==> src/rtl/expr_vector_sequencer.sv <==
// Drives vectors into a combinational DUT, folds each result into a 32-bit MISR and compares the final signature with a golden value.
// Each vector takes LAT+2 cycles, and the compare adds one more. stall freezes every register.
module expr_vector_sequencer #(
  parameter int          IN_W    = 72,
  parameter int          OUT_W   = 90,
  parameter int          NUM_VEC = 256,
  parameter int          LAT     = 0,
  parameter logic [31:0] SEED    = 32'h1
) (
  input  logic                       clk,
  input  logic                       reset,
  input  logic                       start,
  input  logic                       stall,
  input  logic [31:0]                golden_sig,
  output logic [IN_W-1:0]            dut_in,
  input  logic [OUT_W-1:0]           dut_out,
  output logic                       busy,
  output logic                       done,
  output logic                       pass,
  output logic [31:0]                sig,
  output logic [$clog2(NUM_VEC):0]   vec_cnt
);
  localparam int CNT_W = $clog2(NUM_VEC) + 1;
  localparam int NCH   = (OUT_W + 31) / 32;
  localparam int LAT_W = 4;

  typedef enum logic [2:0] {IDLE, DRIVE, WAIT, CAPT, CMP, DONE} state_t;

  state_t             state, state_nxt;
  logic [31:0]        lfsr;
  logic [31:0]        lfsr_step;
  logic [LAT_W-1:0]   wait_cnt;
  logic [NCH*32-1:0]  out_pad;
  logic [31:0]        fold;
  logic [31:0]        misr_nxt;
  logic [IN_W-1:0]    vec_nxt;
  logic [CNT_W-1:0]   cnt_inc;

  assign busy      = (state == DRIVE) || (state == WAIT) || (state == CAPT) || (state == CMP);
  assign done      = (state == DONE);
  assign cnt_inc   = vec_cnt + 1'b1;
  assign lfsr_step = (lfsr >> 1) ^ (lfsr[0] ? 32'h80200003 : 32'h0);
  assign misr_nxt  = {sig[30:0], 1'b0} ^ (sig[31] ? 32'h04C11DB7 : 32'h0) ^ fold;

  // Top chunk of dut_out is zero-padded up to a full 32-bit word before folding.
  always_comb begin
    out_pad = '0;
    out_pad[OUT_W-1:0] = dut_out;
    fold = '0;
    for (int i = 0; i < NCH; i++) begin
      fold = fold ^ out_pad[i*32 +: 32];
    end
  end

  always_comb begin
    vec_nxt = IN_W'({lfsr ^ 32'hA5A5A5A5, ~lfsr, lfsr});
    if (vec_cnt == '0) begin
      vec_nxt = '0;
    end else if (vec_cnt == CNT_W'(1)) begin
      vec_nxt = '1;
    end
  end

  always_comb begin
    state_nxt = state;
    case (state)
      IDLE, DONE: if (start) state_nxt = DRIVE;
      DRIVE:      state_nxt = (LAT > 0) ? WAIT : CAPT;
      WAIT:       if (wait_cnt == LAT_W'(LAT - 1)) state_nxt = CAPT;
      CAPT:       state_nxt = (cnt_inc == CNT_W'(NUM_VEC)) ? CMP : DRIVE;
      CMP:        state_nxt = DONE;
      default:    state_nxt = IDLE;
    endcase
  end

  always_ff @(posedge clk) begin
    if (reset) begin
      state    <= IDLE;
      dut_in   <= '0;
      pass     <= 1'b0;
      sig      <= '0;
      vec_cnt  <= '0;
      lfsr     <= SEED;
      wait_cnt <= '0;
    end else if (!stall) begin
      state <= state_nxt;
      case (state)
        IDLE, DONE: begin
          if (start) begin
            sig     <= '0;
            vec_cnt <= '0;
            pass    <= 1'b0;
            lfsr    <= SEED;
          end
        end
        DRIVE: begin
          dut_in   <= vec_nxt;
          wait_cnt <= '0;
          // The first two vectors are fixed patterns and do not consume LFSR states.
          if (vec_cnt >= CNT_W'(2)) lfsr <= lfsr_step;
        end
        WAIT: wait_cnt <= wait_cnt + 1'b1;
        CAPT: begin
          sig     <= misr_nxt;
          vec_cnt <= cnt_inc;
        end
        CMP:     pass <= (sig == golden_sig);
        default: ;
      endcase
    end
  end
endmodule

==> config.mk <==
export PLATFORM = sky130hd
export DESIGN_NAME = expr_vector_sequencer
export DESIGN_NICKNAME = d
export VERILOG_FILES = /design/src/rtl/expr_vector_sequencer.sv
export SDC_FILE = /design/constraint.sdc
export NUM_CORES = 1
export LEC_CHECK = 0
export CORE_AREA = 2 2 141 177
export DETAILED_ROUTE_END_ITERATION = 7
export DIE_AREA = 0 0 143 179
export PLACE_DENSITY = 0.52
export SLEW_MARGIN = 20
export SYNTH_ARGS = -nofsm -noshare
export SYNTH_HDL_FRONTEND = slang
export SYNTH_SLANG_ARGS = --single-unit
export TNS_END_PERCENT = 1
==> constraint.sdc <==
create_clock -name clk -period 2.3 [get_ports clk]
set_input_delay 0.46 -clock clk [delete_from_list [all_inputs] [get_ports clk]]
set_output_delay 0.46 -clock clk [all_outputs]
set_load 0.01 [all_outputs]
# After elaboration in Yosys (flattened, before gate mapping)
# Cells that the tools add are included.
# Widths: inputs -> output; s select.
# classes
addsub	2
order_cmp	1
eq_ne	12
n_mux	18
bitwise	8
reduce_logical	16
# op_table
operator	count
$mux 72	2
$mux 32	4
$pmux 32 s2	2
$xor 32x32->32	2
$eq 32x32->1	1
$not 32->32	1
$xor 31x32->32	1
$xor 32x26->32	1
$xor 32x27->32	1
$mux 27	1
$pmux 9 s2	1
$pmux 3 s5	1
$add 9x1->9 const B	1
$eq 9x1->1 const B	1
$eq 9x9->1 const B	1
$ge 9x2->1 const B	1
$logic_not 9->1	1
$mux 3	3
$mux 9	1
$reduce_and 3->1	3
$pmux 4 s2	1
$reduce_bool 2->1	4
$eq 3x2->1 const B	2
$eq 3x3->1 const B	2
14 further kinds	18
# totals
register_bits	153
output_inout_bits	116
wordCells	64

# Depth between registers and ports, before layout
# Gate-level depths: netlist (run 1).
# logic_depth
depth_word	4
ltp_mapped	9
ltp_nobuf	7

# Worst setup path before layout (run 1)
# Ideal clock, no wire load.
# synth_path
kind	reg-to-reg
startpoint	reg vec_cnt[0]
endpoint	reg lfsr[4]
arrival_ns	1.588
slack_ns	0.580
stages_incl_launch_ff	10
path_cell_list	dfxtp_1 -> inv_1 -> ha_1 -> nor2_1 -> nand4_1 -> and3_1 -> buf_2 -> buf_2 -> nand3_1 -> a21oi_1
# synth_via
elab_chain_len	3
# synth_rtl
element	line_no	source
start, declared	21	output logic [$clog2(NUM_VEC):0] vec_cnt
start signal, assigned	105	vec_cnt <= cnt_inc;
$ge 9x2->1	100	if (vec_cnt >= CNT_W'(2)) lfsr <= lfsr_step;
$ne 2x1->1 (no line)	--	
$reduce_and 4->1 (no line)	--	
end signal, assigned	100	
end, declared	30	logic [31:0] lfsr;
# No other way between the ends.
# A chain may end at the register's enable or synchronous reset.

# Final worst setup path (run 1)
# layout_path
startpoint	reg vec_cnt[4]
endpoint	out vec_cnt[4]
# No word-level cell between the ends.

==> run summary, run 1 <==
fraction of final layout cells with drive strength greater than 1 = 0.0752
crit-path max FO = 10
crit-path max cell delay = 0.62 ns
syn nets = 954
crit path launch type = flip-flop
Critical Path AT = 1.60 ns
CTS tree = yes
synthesized area per cell = 8.59 um2
critical path cell sequence = clkdlybuf4s50_1
peak supply drop = 0.368 mV
met2 Track Usage GR = 0.291
Crit path max-delay family = buffers and inverters
clk root buf = clkbuf_16
Mapped Area = 7060 um2
antenna cell count = 0
Cells after Synth = 822
layer with the highest usage = met2
cell area after layout = 10400 um2
Final Non-Filler Cells = 1381
die height = 179 um
crit share post-route = 0.895
final setup margin = 0.242 ns
Setup-failing EPs final = 0
Max-Cap Viols = 0
pwr dens = 565 nW/um2
clock latency on the worst-skew pair = 0.42 ns
Via density = 4.60
met3 usage = 0.0481
DP Worst Slack = -0.105 ns
number of global-route vias before repair = 6150
leakage = 3.88 nW
Worst Tran Pin Value = 0.580 ns
Final Util = 0.430
GR Util met1 = 0.206
gpl congestion = 0.795
clk buf depth = 2
Die X = 143 um
Layout Skew = 0.0102 ns
Hold Crit Depth = 2
area leader, netlist = dfxtp_1
PortBufs = 241
sequential share of the synthesized area = 0.411
core area = 24100 um2
area share of the largest cell type after synthesis = 0.411
full die area = 25600 um2
Worst setup EP type = primary output
RSZ-0062 raised after global routing = false
status = completed
TritonRoute pass-1 iters = 4
largest net degree at the start of global routing = 53
final hold vios = 0
CTS buffer count = 17
Routed Wire Length = 21.5 mm
Sink Count = 145
DP Wirelength = 15.9 mm
fill count = 2399
Antenna Nets Post-Route = 0
relative max-transition margin = 0.613
Fin Setup TNS = 0 ns
clock slew at reported path FFs = 0.06 ns
Max Freq = 486 MHz
Post-synth EDFFs = 0
via count = 6357
Placed Cells = 1349
wire length of the first global-routing pass = 33.8 mm
placed cell area = 9800 um2
Worst Reg-to-Reg Cells = 6
WP data required = 1.84 ns
critical path depth in cells = 1
nets = 1170
DR WL/cell = 15.6 um
Initial Util = 0.293
slowest CP cell = clkdlybuf4s50_1
Fin Hold WS = 0.373 ns
top post-synthesis cells by area = dfxtp_1 41%, xnor2_1 12%, xor2_1 5.6%, a21oi_1 5.0%, nand2_1 4.1%
Unique masters post-synth = 51
post-synthesis register bit count = 145
H-tree levels = 4
Tmin final = 2.06 ns
Hold Crit Class = primary input to flip-flop
total power draw = 5.86 mW
initial antenna violation count = 0
iteration-0 DRC count of the detailed router = 267
fin. max-slew vios = 0
kind of critical path = flip-flop to primary output
Rows = 64
YS warnings = 0
async set-reset flop share out of synthesis = 0
buffers plus inverters on the worst setup path = 1
total grt overflow = 0
Residual DRC = 0
P&R area growth vs syn = 46.9%
total track usage = 0.170
Most used DFF post-synth = dfxtp_1
I/O pin cnt = 242
[metal layers]
layer | wire [um] | vias up | share of wire
li1 | - | 3221 | -
met1 | 9270 | 2893 | 0.43
met2 | 10500 | 227 | 0.49
met3 | 1480 | 16 | 0.069
met4 | 296 | 0 | 0.014
met5 | 0 | - | 0
[registers in the layout, indices dropped and copies added, names as in the netlist]
signal and flops:
sig 32, dut_in 64, pass 1, state 3, lfsr 32, vec_cnt 9
wait_cnt 4
[synth_stat cells, types with 2 or more instances]
master	count
o21ai_0	12
a21oi_2	10
xor2_1	45
mux2i_1	2
nor3_1	8
inv_1	3
nor2_2	2
buf_1	2
buf_6	4
nor2b_1	2
a31oi_1	3
a21oi_1	70
nand4_1	5
a21o_1	33
and3b_1	2
clkbuf_1	28
nand2_1	77
buf_4	14
nand2b_1	2
and3_1	4
o21ai_1	33
and2_1	3
or4_1	2
nor2_1	77
nand3_1	41
nor4_1	6
a41oi_1	2
xnor2_1	99
ha_1	6
dfxtp_1	145
a22oi_1	32
nand4b_1	2
nand3b_1	2
a311oi_1	3
buf_2	23
a211oi_1	3
[timing repair]
action	4_1_cts	5_1_grt
hold buffers	0	0
endpoints found under the setup margin	2	1
buffers inserted	0	0
gates resized for setup	4	1
[power by group]
group | switching, mW | internal (mW) | leakage [nW]
logic | 0.307 | 0.384 | 2.45
clock network | 1.11 | 1.52 | 0.260
registers | 0.0120 | 2.52 | 1.17
total | 1.43 | 4.43 | 3.88
[placed cells by master (no fill, tap or decap), drive strengths merged, types with 3 or more instances in the layout]
| master | count |
|---|---|
| xor2 | 45 |
| a211oi | 3 |
| nor3 | 9 |
| dfxtp | 145 |
| o21ai | 45 |
| and2 | 3 |
| a21oi | 80 |
| a31oi | 3 |
| nor2 | 79 |
| nand4 | 5 |
| xnor2 | 99 |
| nand2 | 77 |
| a311oi | 3 |
| buf | 28 |
| clkinvlp | 4 |
| nor4 | 7 |
| clkinv | 3 |
| clkdlybuf4s50 | 238 |
| a21o | 33 |
| ha | 6 |
| nand3 | 41 |
| clkbuf | 21 |
| inv | 7 |
| nand3b | 3 |
| a22oi | 32 |
| and3 | 4 |
[cell type report]
cell class              count  area (um2)  area share
clock buffers              21         450      0.0434
clock inverters            11         105      0.0101
inverters                   4        15.0     0.00145
multi-input cells         602        3800       0.366
flip-flops and latches    145        2900       0.280
well taps                 330         413      0.0398
repair buffers            268        2690       0.259
[logic make-up (layout without fill, tap and decap cells)]
family | after synthesis | in the layout | share of synthesized area
AO/OA/AOI/OAI | 208 | 208 | 0.183
buffers and inverters | 75 | 304 | 0.0556
adder cells (fa/ha/maj) | 7 | 7 | 0.0121
XOR/XNOR | 144 | 144 | 0.179
AND/OR/NAND/NOR | 241 | 241 | 0.157
flip-flops | 145 | 145 | 0.411
multiplexers | 2 | 2 | 0.00284
[worst paths after layout]
check | startpoint | endpoint | slack [ns]
setup / recovery | vec_cnt[4]$_SDFFE_PP0P_ | vec_cnt[4] | 0.24
hold reg to reg | dut_in[28]$_SDFFE_PP0P_ | dut_in[28]$_SDFFE_PP0P_ | 0.44
hold / removal | reset | sig[14]$_SDFFE_PP0P_ | 0.37
setup reg to reg | vec_cnt[0]$_SDFFE_PP0P_ | state[2]$_SDFFE_PP0P_ | 0.31
Power figures use the tool's default switching activity.
==> run 2: changes to the inputs <==
--- a/config.mk
+++ b/config.mk
@@ -6,9 +6,11 @@
 export NUM_CORES = 1
 export LEC_CHECK = 0
 export CORE_AREA = 2 2 141 177
+export CTS_BUF_LIST = sky130_fd_sc_hd__clkbuf_8
 export DETAILED_ROUTE_END_ITERATION = 7
 export DIE_AREA = 0 0 143 179
 export PLACE_DENSITY = 0.52
+export REMOVE_ABC_BUFFERS = 1
 export SLEW_MARGIN = 20
 export SYNTH_ARGS = -nofsm -noshare
 export SYNTH_HDL_FRONTEND = slang
==> run 2 against run 1 <==
Net effect:
- clock power decreased by 23%
- sequential cell count unchanged
- critical endpoint unchanged
- clock skew increased by 0.0064 ns
- design area decreased by 1.3%
- critical path type unchanged
==> run summary, run 2 (synthesis gave the netlist of run 1 again) <==
status = completed
CTS buffer count = 17 (unchanged)
leakage = 3.83 nW (-1.2%)
Reg-to-Reg End = state[2]$_SDFFE_PP0P_
relative max-transition margin = 0.671 (+0.0577)
Critical Path AT = 1.68 ns (+0.08 ns)
Hold Crit Class = primary input to flip-flop
Residual DRC = 0 (unchanged)
total grt overflow = 0 (unchanged)
Setup-failing EPs final = 0 (unchanged)
Placed Cells = 1355 (+0.44%)
Crit path max-delay family = buffers and inverters
critical path cell sequence = clkdlybuf4s50_1
Sink Count = 145 (unchanged)
gpl congestion = 0.801 (+0.67%)
r2r setup slk = 0.29 ns (-0.02 ns)
wire length of the first global-routing pass = 33.4 mm (-1.3%)
H-tree levels = 4 (unchanged)
Tmin final = 2.14 ns (+0.0850 ns)
Min-Delay Endpoint = wait_cnt[1]$_SDFFE_PP0P_
die height = 179 um (unchanged)
Post-CTS Setup Inserts = 0 (unchanged)
crit-path max FO = 10 (unchanged)
DR WL/cell = 15.2 um (-2.7%)
largest net degree at the start of global routing = 63 (+19%)
fin. max-slew vios = 0 (unchanged)
WP data required = 1.84 ns (about the same)
number of cells upsized or downsized after cts = 0 (-4)
Max-Cap Viols = 0 (unchanged)
Hold Crit Depth = 2 (unchanged)
Regs by FF count = dut_in: 64 flops, lfsr: 32 flops, sig: 32 flops
crit share post-route = 0.932 (+0.0369)
Worst Tran Pin Value = 0.489 ns (-0.0911 ns)
Layout Skew = 0.0166 ns (+0.00638 ns)
hold buffer count at CTS = 0 (unchanged)
nets = 1176 (+0.51%)
TritonRoute pass-1 iters = 4 (unchanged)
number of global-route vias before repair = 6242 (+1.5%)
Worst Reg-to-Reg Cells = 5 (-1)
PortBufs = 241 (unchanged)
total power draw = 5.26 mW (-10%)
Die X = 143 um (unchanged)
Final Util = 0.425 (-0.00561)
Rows = 64 (unchanged)
iteration-0 DRC count of the detailed router = 368 (+38%)
Max Freq = 467 MHz (-4.0%)
clk buf depth = 2 (unchanged)
crit path launch type = flip-flop
via count = 6414 (+0.90%)
crit-path max cell delay = 0.62 ns (about the same)
CTS tree = yes
clock latency on the worst-skew pair = 0.45 ns (+0.03 ns)
I/O pin cnt = 242 (unchanged)
most common cell after layout, fill and taps aside = clkdlybuf4s50_1
RSZ-0062 raised after global routing = false
final hold vios = 0 (unchanged)
commonest cells after routing, fill and taps aside = 238 x clkdlybuf4s50_1, 145 x dfxtp_1, 99 x xnor2_1
peak supply drop = 0.256 mV (-30%)
Initial Util = 0.293 (unchanged)
fraction of final layout cells with drive strength greater than 1 = 0.0804 (+0.00525)
reg2reg start = vec_cnt[4]$_SDFFE_PP0P_
Final Non-Filler Cells = 1388 (+0.51%)
Worst setup EP type = primary output
core area = 24100 um2 (unchanged)
final setup margin = 0.157 ns (-0.0850 ns)
critical path depth in cells = 1 (unchanged)
full die area = 25600 um2 (unchanged)
slowest CP cell = clkdlybuf4s50_1
total track usage = 0.167 (-0.00290)
Via density = 4.62 (+0.39%)
Largest register FFs = 64 (unchanged)
kind of critical path = flip-flop to primary output
DP Wirelength = 15.6 mm (-2.4%)
Largest Register = dut_in
P&R area growth vs syn = 45.0%
Antenna Nets Post-Route = 0 (unchanged)
pwr dens = 514 nW/um2 (-9.1%)
DP Worst Slack = -0.279 ns (-0.174 ns)
Routed Wire Length = 21.0 mm (-2.2%)
hold path startpoint = reset
Fin Hold WS = 0.399 ns (+0.0257 ns)
buffers plus inverters on the worst setup path = 1 (unchanged)
clk root buf = clkbuf_8
initial antenna violation count = 0 (unchanged)
clock slew at reported path FFs = 0.10 ns (+0.04 ns)
## run 2: changes by cell type in the layout (fill, tap and decap cells not counted), moves of 2 or more
cell and change:
clkbuf_16 -17, clkbuf_8 +17, buf_4 +7, clkbuf_1 -3, inv_6 +2, inv_8 +2
## run 2: stage by stage
step | TNS, ns | instance area [um2]
2_1_floorplan | -81.08 | 6680
3_3_place_gp | -0.294 | 9840
3_5_place_dp | -0.279 | 9840
4_1_cts | 0 | 10200
5_1_grt | 0 | 10200
6_report | 0 | 10200
## run 2: final cells by class
class,count,area [um2]
Sequential cell,145,2900
Antenna cell,1,2.50
Clock buffer,18,248
Fill cell,2444,13900
Multi-Input combinational cell,602,3790
Inverter,4,15.0
Tap cell,330,413
Timing Repair Buffer,274,2730
Clock inverter,14,148
## run 2: worst max-delay path by stage
| stage | start | end |
|---|---|---|
| finish | vec_cnt[4]$_SDFFE_PP0P_ | vec_cnt[4] |
| detailed placement | golden_sig[29] | pass$_SDFFE_PP0P_ |
| CTS | state[2]$_SDFFE_PP0P_ | done |
| global route | vec_cnt[4]$_SDFFE_PP0P_ | vec_cnt[4] |
| global placement | golden_sig[29] | pass$_SDFFE_PP0P_ |
| floorplan | state[2]$_SDFFE_PP0P_ | wait_cnt[2]$_SDFFE_PP0P_ |
## run 2: power by group
| part | internal (mW) | switching (mW) | total (mW) |
|---|---|---|---|
| Sequential | 2.52 | 0.0118 | 2.53 |
| Clock | 0.922 | 1.12 | 2.04 |
| Combinational | 0.382 | 0.312 | 0.693 |
| Total | 3.82 | 1.44 | 5.26 |
## run 2: routing by layer
metal / vias to the layer above / global-route usage / share of wire
li1: 3242 / - / -
met1: 2914 / 0.203 / 0.43
met2: 241 / 0.282 / 0.48
met3: 17 / 0.0475 / 0.075
met4: 0 / 0.0536 / 0.013
met5: - / 0 / 0
## run 2: worst register-to-register path, stage by stage (launching register included)
cell	delay (ns)
dfxtp_1	0.61
nand2_1	0.12
nor3_1	0.41
mux2i_1	0.24
nand4_1	0.21
a221oi_1	0.32
==> RTL edit (config.mk and constraints of run 2) <==
Make the reset (`reset`) asynchronous in one clocked block.
--- a/src/rtl/expr_vector_sequencer.sv
+++ b/src/rtl/expr_vector_sequencer.sv
@@ -73,7 +73,7 @@
     endcase
   end
 
-  always_ff @(posedge clk) begin
+  always_ff @(posedge clk or posedge reset) begin
     if (reset) begin
       state    <= IDLE;
       dut_in   <= '0;
Check against the original RTL: differs if reset is asserted again (counterexample within 4 cycles, from zero or initial values and one cycle with reset high); with reset held inactive, the same outputs for 4 cycles.
==> RTL edit against run 2 <==
- die area stayed put
- sequential cell count unchanged
- global-route usage up 0.93 points
- routed wire length rose by 4.7%
- design area is 4.7% higher
- synthesized cell count shrank 10%
- worst hold slack improved by 0.020 ns
- non-clock buffer count up 4
- critical path depth rose by 1
- synthesized area is 5.1% higher
- worst setup slack lost 0.050 ns
- via count is 3.9% lower
- largest cell class is now sequential cells
Power is not compared: it rests on default switching activity, and its combinational part moved more than twofold at a synthesized area within 25%.
==> RTL edit: results (changes against run 2) <==
- Status: finished clean
- Async SR Flop Fraction: 100% (+100 points)
- Vias in the first global route: 6150 (-1.5%)
- First-pass GRT wire length: 34600 µm (+3.5%)
- Clock skew: 0.0156 ns (-0.00102 ns)
- Antenna violations before repair: 0 (unchanged)
- Gpl congestion: 0.792 (-1.1%)
- Tightest Hold Check Type: input pin to asynchronous set/reset pin
- Router iterations before antenna repair: 4 (unchanged)
- Biggest regs: dut_in x64, lfsr x32, sig x32
- Crit path DAT: 1.73 ns (+0.05 ns)
- Grt met1 use: 21.9% (+1.6 points)
- Post-synthesis sequential area ratio: 48.9% (+7.8 points)
- Crit Path Max Fanout: 8 (-2)
- Post-synth cell types: 50 (-2.0%)
- Maximum clock path buffer count: 2 (unchanged)
- FILL cells: 2333 (-4.5%)
- Post-detail-place hpwl: 16400 µm (+5.4%)
- Num CTS Buffers: 17 (unchanged)
- Most frequent cells after synthesis: dfrtp_1, xnor2_1, nand2_1
- Most used DFF post-synth: dfrtp_1
- DR WL/cell: 16.7 µm (+10%)
- Clock root buffer: clkbuf_8
- Pleak: approximately 4.5 nW
- Share of cells above drive strength 1: 8.78% (+0.74 points)
- # placed instances: 1286 (-5.1%)
- H-tree Lvls: 4 (unchanged)
- Ant diodes: 0 (-1)
- Tightest Pin Transition: 0.498 ns (+0.00850 ns)
- Iter 0 DRT Violations: 238 (-35%)
- Largest net degree at the start of global routing: 48 (-24%)
- Fin Setup TNS: 0 ns (unchanged)
- Drt total wl: 22000 µm (+4.7%)
- Clock transition at path regs: around 0.090 ns
- Synth area leaders: dfrtp_1, xnor2_1, nand2_1
- IO Port Bufs: 241 (unchanged)
- Vias/cell: 4.67 (+0.99%)
- Grt met2 use: 29.8% (+1.6 points)
- Total GRT Usage: 17.6% (+0.93 points)
- Final nets: 1110 (-5.6%)
- Clock Latency Late Sink: 0.45 ns (about the same)
- VDD IR max: between 0.4 and 0.5 mV
- Yosys warns: 0 (unchanged)
- Post-Syn Instances: 736 (-10%)
- Met3 usage: 5.42% (+0.67 points)
- Worst slack, placed: -0.0359 ns (+0.243 ns)
RTL edit: cell types whose count changed in the layout (fill, tap and decap cells not counted), sizes merged, moves of 6 or more:
cell          run 2  this run
dfrtp             0       144
a21oi            80        37
xnor2            99       120
o21ai            45        80
o31ai             1         7
nand3            41         2
dfxtp           145         0
a22oi            32         0
nor2             79        45
a22o              0        33
nand4             5        13
nand2            77        93
xor2             45        21
RTL edit: where the power goes:
| group | internal (mW) | switching (mW) |
|---|---|---|
| sequential | 3.57 | 1.15 |
| combinational | 3.34 | 2.59 |
| clock | 1.11 | 1.10 |
| total | 8.01 | 4.84 |
RTL edit: final timing paths:
| kind | from | to | slack [ns] | cells past startpoint |
|---|---|---|---|---|
| worst min-delay path | reset | dut_in[56] | 0.42 | 2 |
| max in group asynchronous | reset | dut_in[28] | 1.29 | 3 |
| min in group clk | dut_in[38] | dut_in[38] | 0.48 | 1 |
| worst max-delay path | vec_cnt[1] | vec_cnt[1] | 0.11 | 2 |
| worst min register to register | dut_in[38] | dut_in[38] | 0.48 | 1 |
| worst max register to register | state[1] | sig[6] | 0.28 | 5 |
RTL edit: through the flow:
step                      util [%]  area (µm²)
after CTS                     44.4       10700
after global placement        42.6       10300
after floorplan                  -        7080
final                         44.5       10700
after global routing          44.5       10700
after detailed placement      42.6       10300
RTL edit: logic make-up after synthesis:
logic type / after synthesis / share of synthesized area [%]
AND/OR/NAND/NOR: 180 / 11.0
AO/OA/AOI/OAI: 202 / 17.2
buffers and inverters: 59 / 4.81
XOR/XNOR: 141 / 16.6
multiplexers: 2 / 0.270
flip-flops: 145 / 48.9
adder cells (fa/ha/maj): 7 / 1.15
RTL edit: layer usage:
metal	part of all wire, %	vias up
li1	-	2990
met1	42	2929
met2	49	232
met3	7.3	14
met4	1.0	0
met5	0	-
RTL edit: critical path, cell delays in order (launching register included):
cell and delay (ns):
dfrtp_1 0.53, buf_4 0.21, clkdlybuf4s50_1 0.55
RTL edit: what timing repair did:
| item | CTS | global route |
|---|---|---|
| setup buffers | 0 | 3 |
| setup endpoints to repair | 2 | 1 |
| gates resized for setup | 3 | 0 |
| hold buffers | 0 | 0 |
| endpoints found under the hold margin | 0 | 0 |
RTL edit: area by class of cell:
class | count | area [µm²] | share of cell area [%]
clock inverters | 15 | 195 | 1.82
well taps | 330 | 413 | 3.85
flip-flops and latches | 145 | 3630 | 33.9
inverters | 4 | 20.0 | 0.187
clock buffers | 17 | 234 | 2.18
multi-input cells | 532 | 3450 | 32.2
repair buffers | 278 | 2780 | 25.9
